`src/rtl/tlb_lookup_unit_if.sv`:
```
// Request, response and page-table-walk handshake bundle for tlb_lookup_unit.
// The slave side is the TLB; the master side is the requester, the consumer and the walker.
interface tlb_lookup_unit_if;
    logic        req_valid;
    logic        req_ready;
    logic [31:0] req_vaddr;
    logic        rsp_valid;
    logic        rsp_ready;
    logic [31:0] rsp_paddr;
    logic        rsp_fault;
    logic        walk_req_valid;
    logic        walk_req_ready;
    logic [19:0] walk_req_vpn;
    logic        walk_rsp_valid;
    logic [19:0] walk_rsp_ppn;
    logic        walk_rsp_fault;

    modport slave (
        input  req_valid, req_vaddr, rsp_ready, walk_req_ready,
               walk_rsp_valid, walk_rsp_ppn, walk_rsp_fault,
        output req_ready, rsp_valid, rsp_paddr, rsp_fault,
               walk_req_valid, walk_req_vpn
    );

    modport master (
        output req_valid, req_vaddr, rsp_ready, walk_req_ready,
               walk_rsp_valid, walk_rsp_ppn, walk_rsp_fault,
        input  req_ready, rsp_valid, rsp_paddr, rsp_fault,
               walk_req_valid, walk_req_vpn
    );
endinterface

```
`src/rtl/tlb_lookup_unit.sv`:
```
// Fully-associative TLB front-end: hit returns {ppn, offset}, miss walks and refills.
// Define TLB_STATS_EN to add saturating hit_count/miss_count outputs.
module tlb_entry (
    input  logic        clk,
    input  logic        rst_n,
    input  logic        clr,
    input  logic        wr_en,
    input  logic [19:0] wr_vpn,
    input  logic [19:0] wr_ppn,
    input  logic [19:0] lookup_vpn,
    output logic        valid,
    output logic        match,
    output logic [19:0] ppn
);
    logic [19:0] vpn_q;

    // A flush on the same edge as a fill leaves the entry invalid.
    always_ff @(posedge clk or negedge rst_n) begin
        if (!rst_n) begin
            valid <= 1'b0;
            vpn_q <= '0;
            ppn   <= '0;
        end else if (clr) begin
            valid <= 1'b0;
        end else if (wr_en) begin
            valid <= 1'b1;
            vpn_q <= wr_vpn;
            ppn   <= wr_ppn;
        end
    end

    assign match = valid && (vpn_q == lookup_vpn);
endmodule

module tlb_lookup_unit #(
    parameter int ENTRIES = 4,
    parameter int IDX_W   = 2
) (
    input  logic        clk,
    input  logic        rst_n,
    input  logic        flush,
`ifdef TLB_STATS_EN
    output logic [31:0] hit_count,
    output logic [31:0] miss_count,
`endif
    tlb_lookup_unit_if.slave bus
);
    typedef enum logic [2:0] {S_IDLE, S_LOOKUP, S_WALK_REQ, S_WALK_WAIT, S_RESP} state_t;

    state_t                    state, state_nx;
    logic [31:0]               vaddr_q;
    logic [19:0]               vpn;
    logic [ENTRIES-1:0]        ent_valid, ent_match, ent_wr;
    logic [ENTRIES-1:0][19:0]  ent_ppn;
    logic [19:0]               hit_ppn;
    logic                      hit, install, any_free, drop_fill;
    logic [IDX_W-1:0]          rr, victim;
    logic [31:0]               rsp_paddr_q;
    logic                      rsp_fault_q, walk_req_valid_q;
    logic [19:0]               walk_req_vpn_q;

    assign vpn     = vaddr_q[31:12];
    assign hit     = (|ent_match) && !flush;
    // drop_fill remembers a flush seen while the walk was outstanding.
    assign install = (state == S_WALK_WAIT) && bus.walk_rsp_valid && !bus.walk_rsp_fault
                     && !flush && !drop_fill;

    for (genvar g = 0; g < ENTRIES; g++) begin : g_ent
        assign ent_wr[g] = install && (victim == IDX_W'(g));
        tlb_entry u_ent (
            .clk        (clk),
            .rst_n      (rst_n),
            .clr        (flush),
            .wr_en      (ent_wr[g]),
            .wr_vpn     (vpn),
            .wr_ppn     (bus.walk_rsp_ppn),
            .lookup_vpn (vpn),
            .valid      (ent_valid[g]),
            .match      (ent_match[g]),
            .ppn        (ent_ppn[g])
        );
    end

    // Matches are one-hot (no duplicate VPNs are ever installed), so OR-merge is exact.
    always_comb begin
        hit_ppn = '0;
        for (int i = 0; i < ENTRIES; i++)
            if (ent_match[i]) hit_ppn = hit_ppn | ent_ppn[i];
    end

    always_comb begin
        victim   = rr;
        any_free = 1'b0;
        for (int i = ENTRIES - 1; i >= 0; i--) begin
            if (!ent_valid[i]) begin
                victim   = IDX_W'(i);
                any_free = 1'b1;
            end
        end
    end

    always_ff @(posedge clk or negedge rst_n) begin
        if (!rst_n) state <= S_IDLE;
        else        state <= state_nx;
    end

    always_comb begin
        state_nx = state;
        unique case (state)
            S_IDLE:      if (bus.req_valid)      state_nx = S_LOOKUP;
            S_LOOKUP:    state_nx = hit ? S_RESP : S_WALK_REQ;
            S_WALK_REQ:  if (bus.walk_req_ready) state_nx = S_WALK_WAIT;
            S_WALK_WAIT: if (bus.walk_rsp_valid) state_nx = S_RESP;
            S_RESP:      if (bus.rsp_ready)      state_nx = S_IDLE;
            default:     state_nx = S_IDLE;
        endcase
    end

    always_ff @(posedge clk or negedge rst_n) begin
        if (!rst_n) begin
            vaddr_q          <= '0;
            rsp_paddr_q      <= '0;
            rsp_fault_q      <= 1'b0;
            walk_req_valid_q <= 1'b0;
            walk_req_vpn_q   <= '0;
            rr               <= '0;
            drop_fill        <= 1'b0;
        end else begin
            if (install && !any_free) rr <= rr + IDX_W'(1);
            unique case (state)
                S_IDLE: if (bus.req_valid) vaddr_q <= bus.req_vaddr;
                S_LOOKUP: begin
                    if (hit) begin
                        rsp_paddr_q <= {hit_ppn, vaddr_q[11:0]};
                        rsp_fault_q <= 1'b0;
                    end else begin
                        walk_req_valid_q <= 1'b1;
                        walk_req_vpn_q   <= vpn;
                    end
                end
                S_WALK_REQ: begin
                    if (bus.walk_req_ready) begin
                        walk_req_valid_q <= 1'b0;
                        drop_fill        <= 1'b0;
                    end
                end
                S_WALK_WAIT: begin
                    if (flush) drop_fill <= 1'b1;
                    if (bus.walk_rsp_valid) begin
                        rsp_paddr_q <= bus.walk_rsp_fault ? 32'h0 : {bus.walk_rsp_ppn, vaddr_q[11:0]};
                        rsp_fault_q <= bus.walk_rsp_fault;
                    end
                end
                default: ;
            endcase
        end
    end

`ifdef TLB_STATS_EN
    always_ff @(posedge clk or negedge rst_n) begin
        if (!rst_n) begin
            hit_count  <= '0;
            miss_count <= '0;
        end else if (state == S_LOOKUP) begin
            if (hit) begin
                if (hit_count != 32'hFFFF_FFFF) hit_count <= hit_count + 32'd1;
            end else begin
                if (miss_count != 32'hFFFF_FFFF) miss_count <= miss_count + 32'd1;
            end
        end
    end
`endif

    assign bus.req_ready      = (state == S_IDLE);
    assign bus.rsp_valid      = (state == S_RESP);
    assign bus.rsp_paddr      = rsp_paddr_q;
    assign bus.rsp_fault      = rsp_fault_q;
    assign bus.walk_req_valid = walk_req_valid_q;
    assign bus.walk_req_vpn   = walk_req_vpn_q;
endmodule
```
`src/flat_wrapper.sv`:
```
// flat-port wrapper written by rule: the top's interface ports become plain ports
module tlb_lookup_unit_flat 
#(
    parameter int ENTRIES = 4,
    parameter int IDX_W   = 2
)
  (clk, rst_n, flush, bus_req_valid, bus_req_vaddr, bus_rsp_ready, bus_walk_req_ready, bus_walk_rsp_valid, bus_walk_rsp_ppn, bus_walk_rsp_fault, bus_req_ready, bus_rsp_valid, bus_rsp_paddr, bus_rsp_fault, bus_walk_req_valid, bus_walk_req_vpn);
  tlb_lookup_unit_if bus_i ();
  input  logic clk;
  input  logic rst_n;
  input  logic flush;
  input wire logic [$bits(bus_i.req_valid)-1:0] bus_req_valid;
  input wire logic [$bits(bus_i.req_vaddr)-1:0] bus_req_vaddr;
  input wire logic [$bits(bus_i.rsp_ready)-1:0] bus_rsp_ready;
  input wire logic [$bits(bus_i.walk_req_ready)-1:0] bus_walk_req_ready;
  input wire logic [$bits(bus_i.walk_rsp_valid)-1:0] bus_walk_rsp_valid;
  input wire logic [$bits(bus_i.walk_rsp_ppn)-1:0] bus_walk_rsp_ppn;
  input wire logic [$bits(bus_i.walk_rsp_fault)-1:0] bus_walk_rsp_fault;
  output wire logic [$bits(bus_i.req_ready)-1:0] bus_req_ready;
  output wire logic [$bits(bus_i.rsp_valid)-1:0] bus_rsp_valid;
  output wire logic [$bits(bus_i.rsp_paddr)-1:0] bus_rsp_paddr;
  output wire logic [$bits(bus_i.rsp_fault)-1:0] bus_rsp_fault;
  output wire logic [$bits(bus_i.walk_req_valid)-1:0] bus_walk_req_valid;
  output wire logic [$bits(bus_i.walk_req_vpn)-1:0] bus_walk_req_vpn;
  assign bus_i.req_valid = bus_req_valid;
  assign bus_i.req_vaddr = bus_req_vaddr;
  assign bus_i.rsp_ready = bus_rsp_ready;
  assign bus_i.walk_req_ready = bus_walk_req_ready;
  assign bus_i.walk_rsp_valid = bus_walk_rsp_valid;
  assign bus_i.walk_rsp_ppn = bus_walk_rsp_ppn;
  assign bus_i.walk_rsp_fault = bus_walk_rsp_fault;
  assign bus_req_ready = bus_i.req_ready;
  assign bus_rsp_valid = bus_i.rsp_valid;
  assign bus_rsp_paddr = bus_i.rsp_paddr;
  assign bus_rsp_fault = bus_i.rsp_fault;
  assign bus_walk_req_valid = bus_i.walk_req_valid;
  assign bus_walk_req_vpn = bus_i.walk_req_vpn;
  tlb_lookup_unit #(.ENTRIES(ENTRIES), .IDX_W(IDX_W)) u_core (.clk(clk), .rst_n(rst_n), .flush(flush), .bus(bus_i));
endmodule
```
`config.mk`:
```
export PLATFORM = sky130hd
export DESIGN_NAME = tlb_lookup_unit_flat
export DESIGN_NICKNAME = d
export VERILOG_FILES = /design/src/rtl/tlb_lookup_unit_if.sv /design/src/rtl/tlb_lookup_unit.sv /design/src/flat_wrapper.sv
export SDC_FILE = /design/constraint.sdc
export NUM_CORES = 1
export LEC_CHECK = 0
export ABC_AREA = 1
export BUFFER_PORTS_ARGS = -buffer_cell sky130_fd_sc_hd__buf_2
export CELL_PAD_IN_SITES_DETAIL_PLACEMENT = 0
export CELL_PAD_IN_SITES_GLOBAL_PLACEMENT = 1
export CORE_ASPECT_RATIO = 1.5
export CORE_MARGIN = 3
export CORE_UTILIZATION = 40
export CTS_CLUSTER_DIAMETER = 100
export DETAILED_ROUTE_END_ITERATION = 8
export PLACE_DENSITY_LB_ADDON = 0.1
export SYNTH_ARGS = -nofsm -noshare
export SYNTH_HDL_FRONTEND = slang
export SYNTH_SLANG_ARGS = --single-unit
```
`constraint.sdc`:
```
create_clock -name clk -period 1.61 [get_ports clk]
set_input_delay 0.2415 -clock clk [delete_from_list [all_inputs] [get_ports clk]]
set_output_delay 0.2415 -clock clk [all_outputs]
set_load 0.005 [all_outputs]
```
-- Yosys cells after proc, flatten, opt, wreduce, memory -nomap -nowiden
Index checks and enable logic that the tools add are counted.
- add/sub/neg operators: 1
- $mul: 0
- divide/modulo/power cells: 0
- $lt $le $gt $ge: 0
- equal/unequal tests: 18
- shifts and indexed selects: 0
- multiplexer cells: 38
- bitwise logic cells: 5
- reduce and logical (&&, ||, !) cells: 38
- operators with widths (cell ; count):
    32-bit 2-to-1 mux ; 3
    20-bit == test ; 4
    20-bit 2-to-1 mux ; 4
    32-bit one-hot mux with 2 select lines ; 1
    20-bit OR ; 3
    1-bit 2-to-1 mux ; 17
    3-bit 2-to-1 mux ; 5
    3-bit one-hot mux with 5 select lines ; 1
    1-bit logical AND ; 14
    2-bit nonzero test ; 7
    2-bit inequality test, second input constant ; 6
    2-bit AND reduction ; 6
    3-bit AND reduction ; 3
    2-bit 2-to-1 mux ; 4
    3-bit by 2-bit == test with 1-bit output, second input constant ; 2
    1-bit one-hot mux with 2 select lines ; 3
    2-bit == test, second input constant ; 2
    1-bit zero test ; 4
    4-bit AND reduction ; 1
    4-bit OR reduction ; 1
    3-bit by 1-bit == test with 1-bit output, second input constant ; 1
    3-bit == test, second input constant ; 1
    3-bit zero test ; 1
    2-bit by 1-bit adder with 2-bit output, second input constant ; 1
    other kinds (4) ; 5
- register bits: 256
- bits in latches: 0
- bits in writable memories: 0
- memory bits (read-only): 0
- input bits: 60
- output and inout port bits: 56
- logic and storage cells: 120
- memories: 0

-- Longest topological paths before layout
- word-level depth: 11
- depth in mapped cells: 16

-- Modules after synthesis
From an unflattened synthesis, not the netlist that was laid out.
- cell total of the unflattened synthesis: 1431
- area total of the unflattened synthesis: 12643.4 um^2
- modules (own cells, without submodules) (module ; times used ; cells an instance ; area each (um^2) ; sequential area each (um^2)):
    tlb_entry ; 4 ; 198 ; 2000.7 ; 1026.0
    tlb_lookup_unit ; 1 ; 639 ; 4640.7 ; 2302.2

-- Worst setup path before layout
Ideal clock, no wire load.
- path kind: register to register
- from: register u_core.state[2]
- to: register u_core.g_ent[1].u_ent.vpn_q[2]
- setup time: 0.123 ns
- arrival: 1.618 ns
- required time: 1.487 ns
- slack: -0.132 ns
- stages on the path, launching flop included: 12
- path buffers: 1
- period minus slack after synthesis: 1.742 ns
- path through: dfrtp_1 > nor2_4 > inv_2 > nor2_2 > nand2_1 > nor4_4 > inv_2 > nor2_2 > nand2_2 > buf_2 > nand2_1 > o21ai_1
- longest elaborated chain between the ends: 7
- RTL lines (what ; RTL line ; RTL):
    start, declared ; tlb_lookup_unit.sv:50 ; state_t state, state_nx;
    start signal, assigned ; tlb_lookup_unit.sv:104 ; else state <= state_nx;
    3-bit by 2-bit == test with 1-bit output ; tlb_lookup_unit.sv:65 ; assign install = (state == S_WALK_WAIT) && bus.walk_rsp_valid && !bus.walk_rsp_fault
    1-bit logical AND (2 in a row) ; tlb_lookup_unit.sv:65 ;
    1-bit logical AND (2 in a row) ; tlb_lookup_unit.sv:66 ; && !flush && !drop_fill;
    1-bit logical AND ; tlb_lookup_unit.sv:69 ; assign ent_wr[g] = install && (victim == IDX_W'(g));
    2-bit AND reduction (no source line) ; n/a ;
    end signal, assigned ; tlb_lookup_unit.sv:27 ; vpn_q <= wr_vpn;
    end, declared ; tlb_lookup_unit.sv:15 ; logic [19:0] vpn_q;
No other way between the ends.
A chain may end at the register's enable or synchronous reset.

-- Final worst setup path
- from: register u_core.vaddr_q[26]
- to: register u_core.rsp_paddr_q[17] (netlist: u_core.bus.rsp_paddr[17])
- longest elaborated chain between the ends: 11
- elaborated cells on any way between the ends: 21
- classes of those cells: 5 x eq/ne; 6 x mux; 3 x bitwise; 7 x reduce/logical
- RTL lines (what ; RTL line ; RTL):
    start, declared ; tlb_lookup_unit.sv:51 ; logic [31:0] vaddr_q;
    start signal, assigned ; tlb_lookup_unit.sv:131 ; S_IDLE: if (bus.req_valid) vaddr_q <= bus.req_vaddr;
    20-bit == test ; tlb_lookup_unit.sv:32 ; assign match = valid && (vpn_q == lookup_vpn);
    1-bit logical AND ; tlb_lookup_unit.sv:32 ;
    20-bit 2-to-1 mux ; tlb_lookup_unit.sv:88 ; if (ent_match[i]) hit_ppn = hit_ppn | ent_ppn[i];
    20-bit OR ; tlb_lookup_unit.sv:88 ;
    20-bit 2-to-1 mux ; tlb_lookup_unit.sv:88 ;
    20-bit OR ; tlb_lookup_unit.sv:88 ;
    20-bit 2-to-1 mux ; tlb_lookup_unit.sv:88 ;
    20-bit OR ; tlb_lookup_unit.sv:88 ;
    20-bit 2-to-1 mux ; tlb_lookup_unit.sv:88 ;
    32-bit 2-to-1 mux ; tlb_lookup_unit.sv:133 ; if (hit) begin
    32-bit one-hot mux with 2 select lines ; tlb_lookup_unit.sv:130 ; unique case (state)
    end signal, assigned ; tlb_lookup_unit.sv:134 ; rsp_paddr_q <= {hit_ppn, vaddr_q[11:0]};
    end signal, assigned ; tlb_lookup_unit.sv:150 ; rsp_paddr_q <= bus.walk_rsp_fault ? 32'h0 : {bus.walk_rsp_ppn, vaddr_q[11:0]};
    end, declared ; tlb_lookup_unit.sv:58 ; logic [31:0] rsp_paddr_q;
Several ways; a longest one is shown, not always the timed one. The select of a mux whose other input is x is not followed.

==> metrics.md <==
| Metric | Value |
|---|---|
| Outcome | `finished, violations left` |
| Violated checks | `negative setup slack` |
| Leakage | `0.008851 uW` |
| CTS tree | `built` |
| Die X | `approximately 150 um` |
| Layout cell share with drive strength beyond 1 | `between 30% and 40%` |
| Worst Path Required | `2.06 ns` |
| Pint | `16550 uW` |
| Total number of vias | `11510` |
| Syn Area/Cell | `7.545 um^2` |
| H-tree depth | `1` |
| Crit path max fanout | `10` |
| WL final | `roughly 44000 um` |
| Clock Skew | `approximately 0.021 ns` |
| Drt pass-1 iters | `5` |
| Total Routing Usage GR | `24.07%` |
| Num CTS Buffers | `28` |
| Vias in the first global route | `around 11000` |
| Ys Warns | `0` |
| Vias/cell | `4.923` |
| Cell Pwr Density | `1420 mW/mm^2` |
| Die ar. | `~0.032 mm^2` |
| FMAX | `0.4531 GHz` |
| # clock sinks | `256` |
| CP Cell Sequence | `inv_4 > buf_4 > nand2_1 > o21ai_0 > nor2_1 > nand2_1 > nor2_4 > nand3_4 > nand2_4 > o21ai_4 > buf_12 > nand2_8 > nand3_4 > clkbuf_16 > nand2_1 > nand2_1` |
| Synth cell types | `29` |
| Worst path most repeated cell | `nand2_1` |
| Initial antenna violation count | `0` |
| Comb pwr share | `37.9%` |
| Die height | `219.0 um` |
| Top cell type's share of synthesized area | `52.93%` |
| Critical path depth | `16` |
| CP Buf/Inv Count | `4` |
| Clock slew at the register clock pins of the worst setup and hold paths | `0.06 ns` |
| Area Growth Syn to Fin | `50.80%` |
| Critical Path Start Type | `register` |
| Crit Path Class | `register to register` |
| Clock insertion delay at the later pin of the skew report | `0.57 ns` |
| Worst EP arrival | `2.66 ns` |
| Hold path start | `bus_walk_rsp_ppn[1]` |
| First-pass GRT wire length | `about 61000 um` |
| Commonest cells in the netlist | `nand2_1, dfrtp_1, nor2_1, o21ai_1, inv_1` |
| Post-DP HPWL | `roughly 24000 um` |
| Fill cell count | `2671` |
| RSZ-0062 raised after global routing | `true` |
| Pin count of the biggest net entering global routing | `41` |
| Antenna-violating nets left | `0` |
| Hold crit path type | `primary input to register` |
| Sequential Power Share | `between 30% and 40%` |
| Async SR Flop Fraction | `between 90% and 100%` |
| Worst Setup End Kind | `register` |
| IO Port Bufs | `between 100 and 150` |
| Peak supply drop | `between 1 and 1.5 mV` |
| Design Area, Final | `0.01825 mm^2` |
| Worst stage delay on the critical path | `between 0.4 and 0.5 ns` |
| Final min period | `2.207 ns` |
| Net Count, Synth | `1664` |
| Core Util, Final | `61.51%` |
| Synth area leader | `dfrtp_1` |
| Placed instance area | `0.01416 mm^2` |
| Worst-margin pin slew | `approximately 0.67 ns` |
| Most frequent cell after synthesis | `nand2_1` |
| Mapped Cells | `1604` |
| Post-route worst setup slack | `-0.5972 ns` |
| Pins Over Slew Limit | `0` |
| Ys flop type | `dfrtp_1` |
| Clock Power Share | `26.0%` |
| Crit path launch | `u_core.vaddr_q[26]` |
| Post-Syn Area | `0.01210 mm^2` |
| Worst R2R Start | `u_core.vaddr_q[26]` |
| Iter 0 DRT Violations | `606` |
| MaxCap Viol Count | `0` |
| Seq/Total Area, Yosys | `a little over half` |
| Root buffer cell | `clkbuf_16` |
| Final Wtd Congestion | `about 0.79` |
| Slowest cell on crit path | `dfrtp_1` |
| Hold Path Cell Cnt | `3` |
| FF-to-FF path depth | `16` |
| Overflow after GRT | `0` |
| Nets@finish | `1980` |
| CTS max path bufs | `3` |
| Area of the core | `0.02967 mm^2` |
| Cell family with most CP delay | `simple AND/OR/NAND/NOR gates` |
| Sw power | `9375 uW` |
| Ant. Diodes | `0` |
| Initial Utilization | `40.79%` |
| Final Cycle Share | `137.1%` |
| #FFs+latches synth | `~260` |
| Wire length per cell | `18.68 um` |
| Drt drc | `0` |
| Final hold vios | `0` |
| Post-synth EDFFs | `0` |
| I/O Pins | `116` |
| Sw Ratio | `a little over a third` |
| Setup-failing EPs final | `222` |
| Area contributors post-synth | `dfrtp_1, nand2_1, o21ai_1, nor2_1, inv_1` |
| Max-Slew Margin vs Limit | `between 50% and 60%` |
| Row cnt | `77` |
-- repair_timing --
| action | CTS | global route |
|---|---|---|
| resized for setup | 110 | 341 |
| buffers inserted | 24 | 17 |
| setup endpoints to repair | 223 | 225 |
| hold buffers | 36 | 0 |
| gates cloned | 14 | 27 |
| pin swaps | 7 | 20 |
| endpoints found under the hold margin | 294 | 0 |
-- path summary, 6_finish.rpt --
path	to	slack [ns]
min reg2reg	u_core.rr[1]	0.47
min in group asynchronous	u_core.bus.walk_req_vpn[10]	0.18
max reg2reg	u_core.bus.rsp_paddr[17]	-0.60
min	u_core.g_ent[3].u_ent.ppn[1]	0.01
max in group asynchronous	u_core.g_ent[2].u_ent.ppn[12]	0.81
max	u_core.bus.rsp_paddr[17]	-0.60
-- cell usage in the layout, fill, tap and decap left out, types with 15 or more instances in the layout --
cell type,n
dfrtp_1,251
buf_2,114
nand2_1,365
a21oi_1,33
inv_2,18
buf_12,30
o21ai_2,96
nor2_1,204
buf_4,121
dlygate4sd3_1,36
clkbuf_16,46
buf_6,22
o21ai_1,95
nand2_4,88
nand3_1,22
inv_1,184
nand2_2,86
buf_16,15
-- power groups by stage --
stage | registers (uW) | logic, uW | clock network, uW
floorplan | 9030 | 4470 | 0
global placement | 9170 | 8180 | 0
detailed placement | 9180 | 8260 | 0
CTS | 9120 | 8910 | 6860
global route | 9520 | 10900 | 7120
finish | 9340 | 9830 | 6750
-- layout make-up --
class / count / area (um^2) / area share (%)
clock buffer: 42 / 854.6 / 4.682
clock inverter: 10 / 105.1 / 0.5759
inverter: 207 / 789.5 / 4.326
multi-input combinational: 1068 / 6010 / 32.93
sequential: 256 / 6412 / 35.13
tap: 395 / 494.2 / 2.708
timing repair buffer: 359 / 3586 / 19.65
-- routing by layer --
metal	vias up	GRT usage (%)	wire length (um)
li1	5586	-	-
met1	5571	29.38	17410
met2	261	44.15	23080
met3	87	2.789	1659
met4	0	7.797	1510
met5	-	0	0
-- cells by family after synthesis --
group	Yosys count	share of synthesized area [%]
compound gates	240	10.12
xor+xnor	10	0.7237
buf+inv	283	9.625
flops	256	52.93
simple gates	815	26.60
-- registers in the layout, summed over array words and instances (netlist names) --
register and cells:
u_core.g_ent.u_ent.ppn 80, u_core.g_ent.u_ent.vpn_q 80, u_core.bus.rsp_paddr 32, u_core.vaddr_q 32
u_core.bus.walk_req_vpn 20, u_core.g_ent.u_ent.valid 4, u_core.state 3, u_core.rr 2
u_core.bus.rsp_fault 1, u_core.bus.walk_req_valid 1, u_core.drop_fill 1
-- tightest hold or removal path, delay by kind of cell --
family	cells	cell delay, ns
buffers and inverters	2	0.17
AOI/OAI and AO/OA	1	0.13
-- stage by stage --
step	setup slack, ns	hold slack, ns	std cells	total power [uW]	setup TNS [ns]
after CTS	-0.5008	0.001054	2296	24900	-87.51
after global routing	-0.6863	0.04027	2337	27490	-127.57
after global placement	-0.5779	0.1715	2171	17340	-56.67
final	-0.5972	0.01357	2337	25920	-105.79
after detailed placement	-0.5622	0.1732	2171	17450	-61.00
after floorplan	-0.09924	-0.05409	1604	13500	-19.48
Note: power is estimated with default switching activity, not from simulation.
